===== config.mk =====
export PLATFORM = sky130hd
export DESIGN_NAME = sram_read_streamer
export DESIGN_NICKNAME = d
export VERILOG_FILES = /design/src/rtl/sram_read_streamer.sv
export SDC_FILE = /design/constraint.sdc
export NUM_CORES = 1
export LEC_CHECK = 0
export CORE_MARGIN = 5
export CORE_UTILIZATION = 40
export DETAILED_ROUTE_END_ITERATION = 6
export PLACE_DENSITY = 0.7
export SLEW_MARGIN = 10
export SYNTH_ARGS = -nofsm -noshare
export SYNTH_HDL_FRONTEND = slang
export SYNTH_SLANG_ARGS = --single-unit

===== constraint.sdc =====
create_clock -name clk -period 2.4 [get_ports clk]
set_input_delay 0.24 -clock clk [delete_from_list [all_inputs] [get_ports clk]]
set_output_delay 0.24 -clock clk [all_outputs]
set_load 0.02 [all_outputs]

===== src/rtl/sram_read_streamer.sv =====
// sram_read_streamer: read-side sequencer for the 4096x128 SRAM wrapper.
// A start command (base_addr, num_words) is turned into a run of single-word reads on the
// wrapper's read port. Each returned word is captured one cycle after its read into a small
// FIFO and presented downstream on a valid/ready stream, with out_last on the final word.
//
// Ports:
//   clk, rst_n             clock (rising edge) and asynchronous active-low reset
//   start                  command strobe; ignored while busy
//   base_addr, num_words   first word address and word count (0 legal, up to 4096)
//   busy, done             command in progress / one-cycle completion pulse
//   sram_re, sram_radr     wrapper read enable and address
//   sram_q                 wrapper read data, valid the cycle after sram_re
//   out_data, out_valid,
//   out_ready, out_last    downstream stream; out_last marks the final word of a command
module sram_read_streamer #(
  parameter int unsigned DATA_WIDTH = 128,
  parameter int unsigned ADDR_WIDTH = 12,
  parameter int unsigned LEN_WIDTH  = 13,
  parameter int unsigned FIFO_DEPTH = 3
) (
  input  logic                  clk,
  input  logic                  rst_n,
  input  logic                  start,
  input  logic [ADDR_WIDTH-1:0] base_addr,
  input  logic [LEN_WIDTH-1:0]  num_words,
  output logic                  busy,
  output logic                  done,
  output logic                  sram_re,
  output logic [ADDR_WIDTH-1:0] sram_radr,
  input  logic [DATA_WIDTH-1:0] sram_q,
  output logic [DATA_WIDTH-1:0] out_data,
  output logic                  out_valid,
  input  logic                  out_ready,
  output logic                  out_last
);

  localparam int unsigned PtrW = (FIFO_DEPTH > 1) ? $clog2(FIFO_DEPTH) : 1;
  localparam int unsigned CntW = $clog2(FIFO_DEPTH + 1);
  localparam logic [CntW:0]   DepthL  = (CntW + 1)'(FIFO_DEPTH);
  localparam logic [PtrW-1:0] PtrLast = PtrW'(FIFO_DEPTH - 1);

  typedef enum logic [1:0] {StIdle, StRun, StDrain, StDone} state_e;

  state_e                state_q;
  logic [ADDR_WIDTH-1:0] addr_cnt_q;
  logic [ADDR_WIDTH-1:0] radr_q;
  logic [LEN_WIDTH-1:0]  issue_rem_q;
  logic [LEN_WIDTH-1:0]  drain_rem_q;
  logic                  inflight_q;

  logic [DATA_WIDTH-1:0] fifo_q [FIFO_DEPTH];
  logic [PtrW-1:0]       wptr_q;
  logic [PtrW-1:0]       rptr_q;
  logic [CntW-1:0]       count_q;

  logic issue;
  logic push;
  logic pop;

  // Credit check uses registered state only, so out_ready never reaches sram_re.
  assign issue = (state_q == StRun) &&
                 (({1'b0, count_q} + {{CntW{1'b0}}, inflight_q}) < DepthL);
  // The wrapper has a fixed one-cycle latency, so a read issued last cycle lands now.
  assign push  = inflight_q;
  assign pop   = out_valid && out_ready;

  assign sram_re   = issue;
  // Address is only meaningful with re; between reads it keeps the last issued address.
  assign sram_radr = issue ? addr_cnt_q : radr_q;
  assign busy      = (state_q != StIdle);
  assign done      = (state_q == StDone);
  assign out_valid = (count_q != '0);
  assign out_data  = fifo_q[rptr_q];
  // FIFO is in order, so the head is the final word exactly when one word remains unpopped.
  assign out_last  = out_valid && (drain_rem_q == LEN_WIDTH'(1));

  always_ff @(posedge clk or negedge rst_n) begin
    if (!rst_n) begin
      state_q     <= StIdle;
      addr_cnt_q  <= '0;
      radr_q      <= '0;
      issue_rem_q <= '0;
      drain_rem_q <= '0;
      inflight_q  <= 1'b0;
    end else begin
      inflight_q <= issue;
      if (issue) begin
        addr_cnt_q  <= addr_cnt_q + ADDR_WIDTH'(1);
        issue_rem_q <= issue_rem_q - LEN_WIDTH'(1);
        radr_q      <= addr_cnt_q;
      end
      if (pop) begin
        drain_rem_q <= drain_rem_q - LEN_WIDTH'(1);
      end
      unique case (state_q)
        StIdle: begin
          if (start) begin
            addr_cnt_q  <= base_addr;
            issue_rem_q <= num_words;
            drain_rem_q <= num_words;
            state_q     <= (num_words != '0) ? StRun : StDone;
          end
        end
        StRun: begin
          if (issue && (issue_rem_q == LEN_WIDTH'(1))) begin
            state_q <= StDrain;
          end
        end
        StDrain: begin
          if (pop && (drain_rem_q == LEN_WIDTH'(1))) begin
            state_q <= StDone;
          end
        end
        StDone: begin
          state_q <= StIdle;
        end
        default: begin
          state_q <= StIdle;
        end
      endcase
    end
  end

  // Capture FIFO; storage is reset so out_data reads 0 out of reset.
  always_ff @(posedge clk or negedge rst_n) begin
    if (!rst_n) begin
      wptr_q  <= '0;
      rptr_q  <= '0;
      count_q <= '0;
      for (int i = 0; i < int'(FIFO_DEPTH); i++) begin
        fifo_q[i] <= '0;
      end
    end else begin
      if (push) begin
        fifo_q[wptr_q] <= sram_q;
        wptr_q         <= (wptr_q == PtrLast) ? '0 : wptr_q + PtrW'(1);
      end
      if (pop) begin
        rptr_q <= (rptr_q == PtrLast) ? '0 : rptr_q + PtrW'(1);
      end
      unique case ({push, pop})
        2'b10:   count_q <= count_q + CntW'(1);
        2'b01:   count_q <= count_q - CntW'(1);
        default: count_q <= count_q;
      endcase
    end
  end

endmodule


# After elaboration in Yosys (flattened, before gate mapping)
# Index checks and enable logic that the tools add are counted.
# op_classes
div_mod_pow,0
n_reduce_logical,12
n_mul,0
n_eq_ne,12
n_bitwise,2
shift,0
muxes,24
addsub,8
n_lt_le_gt_ge,4
# op_table
operator,count
bitwise mux 384 bit,1
two-way mux 128 bit,3
binary-select mux 128 bit (select 2 bit),1
demux 128 bit (select 2 bit),1
two-way mux 13 bit,6
two-way mux 12 bit,4
equality test 13 x 1 -> 1 bit (second input constant),2
subtractor 13 x 1 -> 13 bit (second input constant),2
nonzero test 13 bit,1
adder 12 x 1 -> 12 bit (second input constant),1
two-way mux 2 bit,6
equality test 2 bit (second input constant),5
case mux 2 bit (4 select lines),1
adder 2 x 1 -> 2 bit (second input constant),3
>= comparator 3 bit (second input constant),2
logical AND 1 bit,6
NOT 2 -> 3 bit,2
nonzero test 2 bit,3
equality test 2 x 1 -> 1 bit (second input constant),2
!= test 2 bit (second input constant),2
case mux 2 bit (2 select lines),1
adder 2 x 1 -> 3 bit,1
< comparator 3 x 1 -> 1 bit (second input constant),1
< comparator 3 x 2 -> 1 bit (second input constant),1
4 further kinds,4
# totals
wordCells,74
latch_bits,0
out_inout_bits,145
input_bits,157
romBits,0
n_memories,0
ram_bits,0
reg_bits,443

# Longest topological paths before layout
# Gate-level depths: netlist of run 1.
# logic_depth
ltp_word,6
ltp_mapped,9
depth_no_buf,7

# Worst setup path before layout of run 1
# OpenSTA, ideal clock, no wires.
# synth_timing
path_type,flip-flop to output port
start,register count_q[0]
end,output sram_radr[10]
required_ns,2.160
stages_incl_launch_ff,8
path_buffers,2
path_slack_ns,0.109
arrival_time_ns,2.051
path_cell_list,dfrtp_1 -> ha_1 -> ha_1 -> nor2b_1 -> and2_1 -> clkbuf_1 -> buf_2 -> mux2_2
# synth_between
elab_chain_len,4
# synth_lines
item,line,text
from (decl),54,logic [CntW-1:0] count_q;
from (signal assigned),142,2'b10: count_q <= count_q + CntW'(1);
from (signal assigned),143,2'b01: count_q <= count_q - CntW'(1);
from (signal assigned),144,default: count_q <= count_q;
adder 2 x 1 -> 3 bit,62,"(({1'b0, count_q} + {{CntW{1'b0}}, inflight_q}) < DepthL);"
< comparator 3 x 2 -> 1 bit,62,
logical AND 1 bit,61,assign issue = (state_q == StRun) &&
named net sram_re,28,"output logic sram_re,"
two-way mux 12 bit,-,
to (decl),29,"output logic [ADDR_WIDTH-1:0] sram_radr,"
# The timed path passes the listed nets, and every way through them passes these cells.

# Final worst setup path of run 1
# layout_timing
start,register count_q[0]
end,output sram_radr[4]
# layout_between
elab_chain_len,4
# layout_lines
item,line
adder 2 x 1 -> 3 bit,62
< comparator 3 x 2 -> 1 bit,62
logical AND 1 bit,61
two-way mux 12 bit,-
# Every way passes these cells.

==> impl_metrics.toml, run 1 <==
[synthesis]
yosys.area_share.adder = 0.00827
synthesized_area_fraction_occupied_by_ao_oa_aoi_and_oai_cells = 0.0464
synth_cell_types = 36
syn-mean-instance-area_sq_um = 12.8
synth_mux_area_frac = 0.294
synthSimpleGateAreaFrac = 0.0511
synthCells = 1536
synth_top_family_by_area = "multiplexers"
synth.cell_area_sq_um = 19700
ys_ff_latch = 443
yosysSeqAreaShare = 0.563
yosys_warnings = 0
synth.net_count = 1706
synth_xor_area_frac = 0.0160

[worst_setup_path]
worst_path_largest_cell_delay_ns = 0.39
worstReg2RegStart = "count_q[0]"
slowest_stage_cell_cp = "dfrtp_1"
crit_type = "reg2out"
cp_num_buf_inv = 2
cp-start-kind = "flip-flop"
worst_setup_path_end_kind = "output port"
cp_data_required_time_ns = 2.16
critical_path_arrival_ns = 2.24
worstPathCellList = "ha_2, ha_4, nor2b_4, and2_4, buf_12, mux2_4, buf_6"
cpLargestDelayFamily = "flip-flops"
critical_path_peak_fanout = 7
crit_path_start = "count_q[0]"

[timing]
max_slew.worst_pin.slew_ns = 0.658
max_freq_mhz = 403
finalSetupViolations = 12
timing.setup.tns_ns = -0.941
period_needed_ns = 2.48
hold_viol = 0
min_period_over_period = 1.04
max-slew-margin-rel = 0.561
final_critical_path_setup_slack_ns = -0.0843
slew_viol_final = 0
finalClockSkew_ns = 0.00923
grt_setup_unrepaired = "true"

[floorplanning]
chipWidth_um = 232
ios = 302
initial_core_util = 0.403
die_outline_area_sq_um = 53700
placeableCoreArea_sq_um = 48800
fp.dieH_um = 232
floorplan.rows = 81

[finish]
layout.core_utilization = 0.527
post_route_cells_drive_above_1_share = 0.393
syn2layout_area_growth_pct = 30.8
fin_area_sq_um = 25700
finalNetCount = 2062

[cts]
cts_tree = "built"
clkSlewWorstSetupHoldPaths_ns = 0.06
clock-sinks = 443
clk_root_buffer_cell = "clkbuf_16"
cts.htree.levels = 2
tritoncts.num_buffers = 49
ctsLongestPathBuffers = 3
source_to_sink_clock_delay_at_the_later_pin_of_the_worst_skew_pair_ns = 0.57

[placement]
place.detailed.hpwl_um = 32600
placement.io_buffers = 301
globalplace.congestion = 0.823
postPlaceCellArea_sq_um = 24100

[global_routing]
largest_net_degree_at_the_start_of_global_routing = 71
total_global_route_track_usage = 0.186
first_global_vias = 14600
global_route_wire_length_before_repair_um = 80800
antenna_found_initial = 4
global_route.overflow_total = 0

[pwr]
pwr_density_cell_nw_per_um2 = 1540
vdd_ir_drop_max_mv = 0.984
p_leak_nw = 11.0
power_mw = 39.8

[run_status]
outcome = "finished with violations"
violations_in_the_final_reports = "setup timing"

[route]
drt_pre_antenna_iters = 4
drc_viols = 0
drt_iter0_drc = 560
totalWireLength_um = 51300
routed-via-count = 13300
via_per_inst = 5.13
post_drt_wl_per_cell_um = 19.8
ant_nets = 0

[run]
cap_violations = 0

[min_path]
hold_path.startpoint = "base_addr[1]"
worst_hold_path_type = "in2reg"
[registers in the layout, indices dropped and copies added (netlist names)]
register     cells
inflight_q       1
state_q          2
wptr_q           2
rptr_q           2
count_q          2
issue_rem_q     13
fifo_q         384
addr_cnt_q      12
radr_q          12
drain_rem_q     13
[worst min-delay path, stage by stage]
cell             delay [ns]
clkdlybuf4s50_1        0.40
nor2_1                 0.10
a21oi_1                0.04
[stage by stage]
| step | setup WS, ns | std cells | hold WS [ns] |
|---|---|---|---|
| floorplan | 0.109 | 1536 | -0.0556 |
| global placement | 0.0128 | 2479 | 0.283 |
| detailed placement | 0.00176 | 2479 | 0.286 |
| CTS | -0.104 | 2576 | 0.201 |
| global route | -0.141 | 2590 | 0.231 |
| finish | -0.0843 | 2591 | 0.244 |
[routing by layer]
metal | up-vias | GRT usage | share of wire
met2 | 279 | 0.322 | 0.50
met3 | 70 | 0.0499 | 0.059
met1 | 6791 | 0.237 | 0.42
met4 | 6 | 0.0367 | 0.017
met5 | - | 0 | 0.00092
li1 | 6134 | - | -
[report_power, final]
part / switching, mW / total, mW / internal, mW
Combinational: 9.82 / 19.2 / 9.39
Sequential: 2.04 / 13.4 / 11.3
Clock: 2.99 / 7.16 / 4.17
[cell type report]
class | instances | area [sq um]
Antenna cell | 2 | 5.00
Clock buffer | 69 | 1370
Clock inverter | 15 | 139
Fill cell | 4226 | 23100
Inverter | 11 | 41.3
Multi-Input combinational cell | 987 | 8390
Sequential cell | 443 | 11100
Tap cell | 664 | 831
Timing Repair Buffer | 400 | 3880
[synth_stat cells, drive strengths merged]
cell	count	share of area
xor2	12	0.0053
or4	3	0.0013
o41ai	2	0.0018
clkinv	1	0.00019
and3	2	0.00064
nand3	5	0.0013
nor3	10	0.0025
xnor2	24	0.011
o31ai	1	0.00064
dfrtp	443	0.56
nand2b	3	0.00095
a21o	1	0.00038
a32oi	1	0.00045
nand4	7	0.0022
a31oi	2	0.00064
o21ai	131	0.033
mux2	397	0.23
inv	10	0.0019
nand2	147	0.028
nor2b	2	0.00064
or2	3	0.00095
nor2	40	0.0076
clkbuf	75	0.014
or3	6	0.0022
nor4	5	0.0016
ha	13	0.0083
nand4b	1	0.00045
buf	20	0.0046
mux2i	131	0.067
a21oi	36	0.0092
and2	2	0.00064
[timing repair]
item | CTS | global route
endpoints found under the setup margin | 142 | 117
gates resized for setup | 757 | 137
endpoints found under the hold margin | 52 | 0
gates cloned | 3 | 8
hold buffers | 1 | 0
setup buffers | 9 | 5
pin swaps | 5 | 3
[path summary, 6_finish.rpt]
| check | endpoint | slack [ns] | cells past startpoint |
|---|---|---|---|
| max | sram_radr[4] | -0.08 | 7 |
| min | addr_cnt_q[1] | 0.24 | 3 |
| max reg2reg | drain_rem_q[6] | 0.27 | 9 |
| min reg2reg | radr_q[1] | 0.50 | 1 |
| max in group asynchronous | fifo_q[76] | 1.28 | 4 |
| min in group asynchronous | fifo_q[371] | 0.26 | 2 |
[logic make-up (layout without fill, tap and decap cells)]
family                   after synthesis  after routing
XOR/XNOR                              36             36
AND/OR/NAND/NOR                      236            236
other                                  0              2
buffers and inverters                106            495
adder cells (fa/ha/maj)               13             13
AO/OA/AOI/OAI                        174            174
flip-flops                           443            443
multiplexers                         528            528
[layout by cell type, fill, tap and decap left out, drive strengths merged, types with 3 or more instances in the layout]
master and count:
clkdlybuf4s50 157, mux2 397, o21ai 131, nor3 10, or2 3, inv 10
xor2 12, nor2 40, nand3 5, or4 3, dfrtp 443, clkinv 10
ha 13, nand2 147, or3 6, nand4 7, a21oi 36, xnor2 24
mux2i 131, clkinvlp 4, clkbuf 77, buf 231, nor4 5, nand2b 3
Note: power is estimated with default switching activity, not from simulation.
==> inputs of run 2 (changes only) <==
Clock period 2.4 ns to 3.2 ns, I/O delays scaled along.
==> impl_metrics.toml, run 2 (synthesis results as in run 1) <==
[timing]
finalClockSkew_ns = 0.0125
max-slew-margin-rel = 0.267
finalSetupViolations = 0
max_slew.worst_pin.slew_ns = 1.10
period_needed_ns = 3.04
max_freq_mhz = 329
hold_viol = 0
timing.setup.tns_ns = 0
grt_setup_unrepaired = "false"
slew_viol_final = 0
final_critical_path_setup_slack_ns = 0.162
min_period_over_period = 0.949

[worst_setup_path]
crit_path_start = "inflight_q"
crit_type = "reg2out"
critical_path_peak_fanout = 24
worst_setup_path_end_kind = "output port"
worstReg2RegStart = "state_q[1]"
cp_data_required_time_ns = 2.88
cp-start-kind = "flip-flop"
critical_path_arrival_ns = 2.72

[global_routing]
total_global_route_track_usage = 0.180
global_route_wire_length_before_repair_um = 78200
largest_net_degree_at_the_start_of_global_routing = 131
first_global_vias = 14200
antenna_found_initial = 7
global_route.overflow_total = 0

[min_path]
hold_path.startpoint = "base_addr[9]"
worst_hold_path_type = "in2reg"

[cts]
ctsLongestPathBuffers = 3
clock-sinks = 443
source_to_sink_clock_delay_at_the_later_pin_of_the_worst_skew_pair_ns = 0.57
cts.htree.levels = 2
clk_root_buffer_cell = "clkbuf_16"
clkSlewWorstSetupHoldPaths_ns = 0.06
cts_tree = "built"
tritoncts.num_buffers = 48

[route]
drc_viols = 0
post_drt_wl_per_cell_um = 19.0
via_per_inst = 5.12
routed-via-count = 13000
ant_nets = 0
drt_pre_antenna_iters = 5
drt_iter0_drc = 627
totalWireLength_um = 48100

[floorplanning]
fp.dieH_um = 232
chipWidth_um = 232
initial_core_util = 0.403
floorplan.rows = 81
ios = 302
placeableCoreArea_sq_um = 48800
die_outline_area_sq_um = 53700

[placement]
placement.io_buffers = 301
detailedPlace.worstSlack_ns = 0.409
place.detailed.hpwl_um = 30500
postPlaceCellArea_sq_um = 23600
globalplace.congestion = 0.834

[finish]
largest_registers = "fifo_q: 384 flops, drain_rem_q: 13 flops, issue_rem_q: 13 flops"
layout.core_utilization = 0.521
layout.area.seq_sq_um = 11100
multiInputGateArea_sq_um = 8210
largest_register_ff_count = 384
filler_cell_count = 4223
register_name_with_the_most_flops = "fifo_q"
fin_area_sq_um = 25400
post_route_cells_drive_above_1_share = 0.285
syn2layout_area_growth_pct = 29.3
finalNetCount = 2004
mostFrequentLayoutCell = "dfrtp_1"
mostFrequentLayoutCells = "dfrtp_1 (441), mux2_2 (397), clkdlybuf4s50_1 (287)"

[pwr]
pwr_density_cell_nw_per_um2 = 1170
vdd_ir_drop_max_mv = 0.600
p_leak_nw = 10.4
power_mw = 29.7

[run]
cap_violations = 0

[run_status]
outcome = "complete, no violations"
-- run 2: cell count changes in the layout (fill, tap and decap cells not counted), sizes merged --
cell | previous run | this run
clkdlybuf4s15 | 2 | 0
buf | 231 | 41
clkdlybuf4s50 | 157 | 287
clkbuf | 77 | 74
bufbuf | 0 | 1
dlygate4sd2 | 0 | 13
inv | 10 | 13
dlymetal6s2s | 1 | 0
clkinvlp | 4 | 2
clkinv | 10 | 6
bufinv | 2 | 5
-- run 2: worst max-delay path, cell delays in order (launching register included) --
cell and delay, ns:
dfrtp_1 0.43, ha_1 0.22, ha_1 0.27, nand2_1 0.17
and2_4 0.19, buf_12 0.16, mux2_2 0.36, dlygate4sd2_1 0.33
-- run 2: through the flow --
stage               hold WS, ns  std cells
detailed placement        0.372       2441
CTS                       0.277       2534
floorplan                0.0244       1536
global route              0.314       2539
global placement          0.363       2441
finish                    0.326       2539
-- run 2: cell type report --
class / count / area share
Multi-Input combinational cell: 987 / 0.323
Inverter: 11 / 0.00162
Clock inverter: 15 / 0.00851
Tap cell: 664 / 0.0327
Sequential cell: 443 / 0.436
Antenna cell: 2 / 0.000197
Clock buffer: 74 / 0.0578
Timing Repair Buffer: 343 / 0.140
-- run 2: report_power, final --
part	internal, mW	total, mW	switching [mW]
clock network	3.57	5.81	2.24
logic	7.02	13.9	6.85
registers	8.51	9.99	1.48
total	19.1	29.7	10.6
-- run 2: final timing paths --
kind / endpoint / slack (ns) / depth (start not counted)
max: sram_radr[7] / 0.16 / 7
min in group asynchronous: fifo_q[367] / 0.34 / 2
min: addr_cnt_q[9] / 0.33 / 3
max reg2reg: issue_rem_q[10] / 0.98 / 8
min reg2reg: radr_q[4] / 0.49 / 1
max in group asynchronous: fifo_q[27] / 1.96 / 3
-- run 2: repair_timing --
| item | 4_1_cts | 5_1_grt |
|---|---|---|
| hold buffers | 1 | 0 |
| cloned | 1 | 0 |
| buffers inserted | 2 | 3 |
| setup endpoints to repair | 28 | 45 |
| gates resized for setup | 15 | 2 |
| endpoints found under the hold margin | 71 | 0 |
-- run 2: routing by layer --
| layer | GRT usage | routed length [um] | part of all wire |
|---|---|---|---|
| met5 | 0 | 69 | 0.0014 |
| met2 | 0.300 | 23600 | 0.49 |
| met1 | 0.234 | 20700 | 0.43 |
| met4 | 0.0489 | 872 | 0.018 |
| met3 | 0.0472 | 2910 | 0.060 |
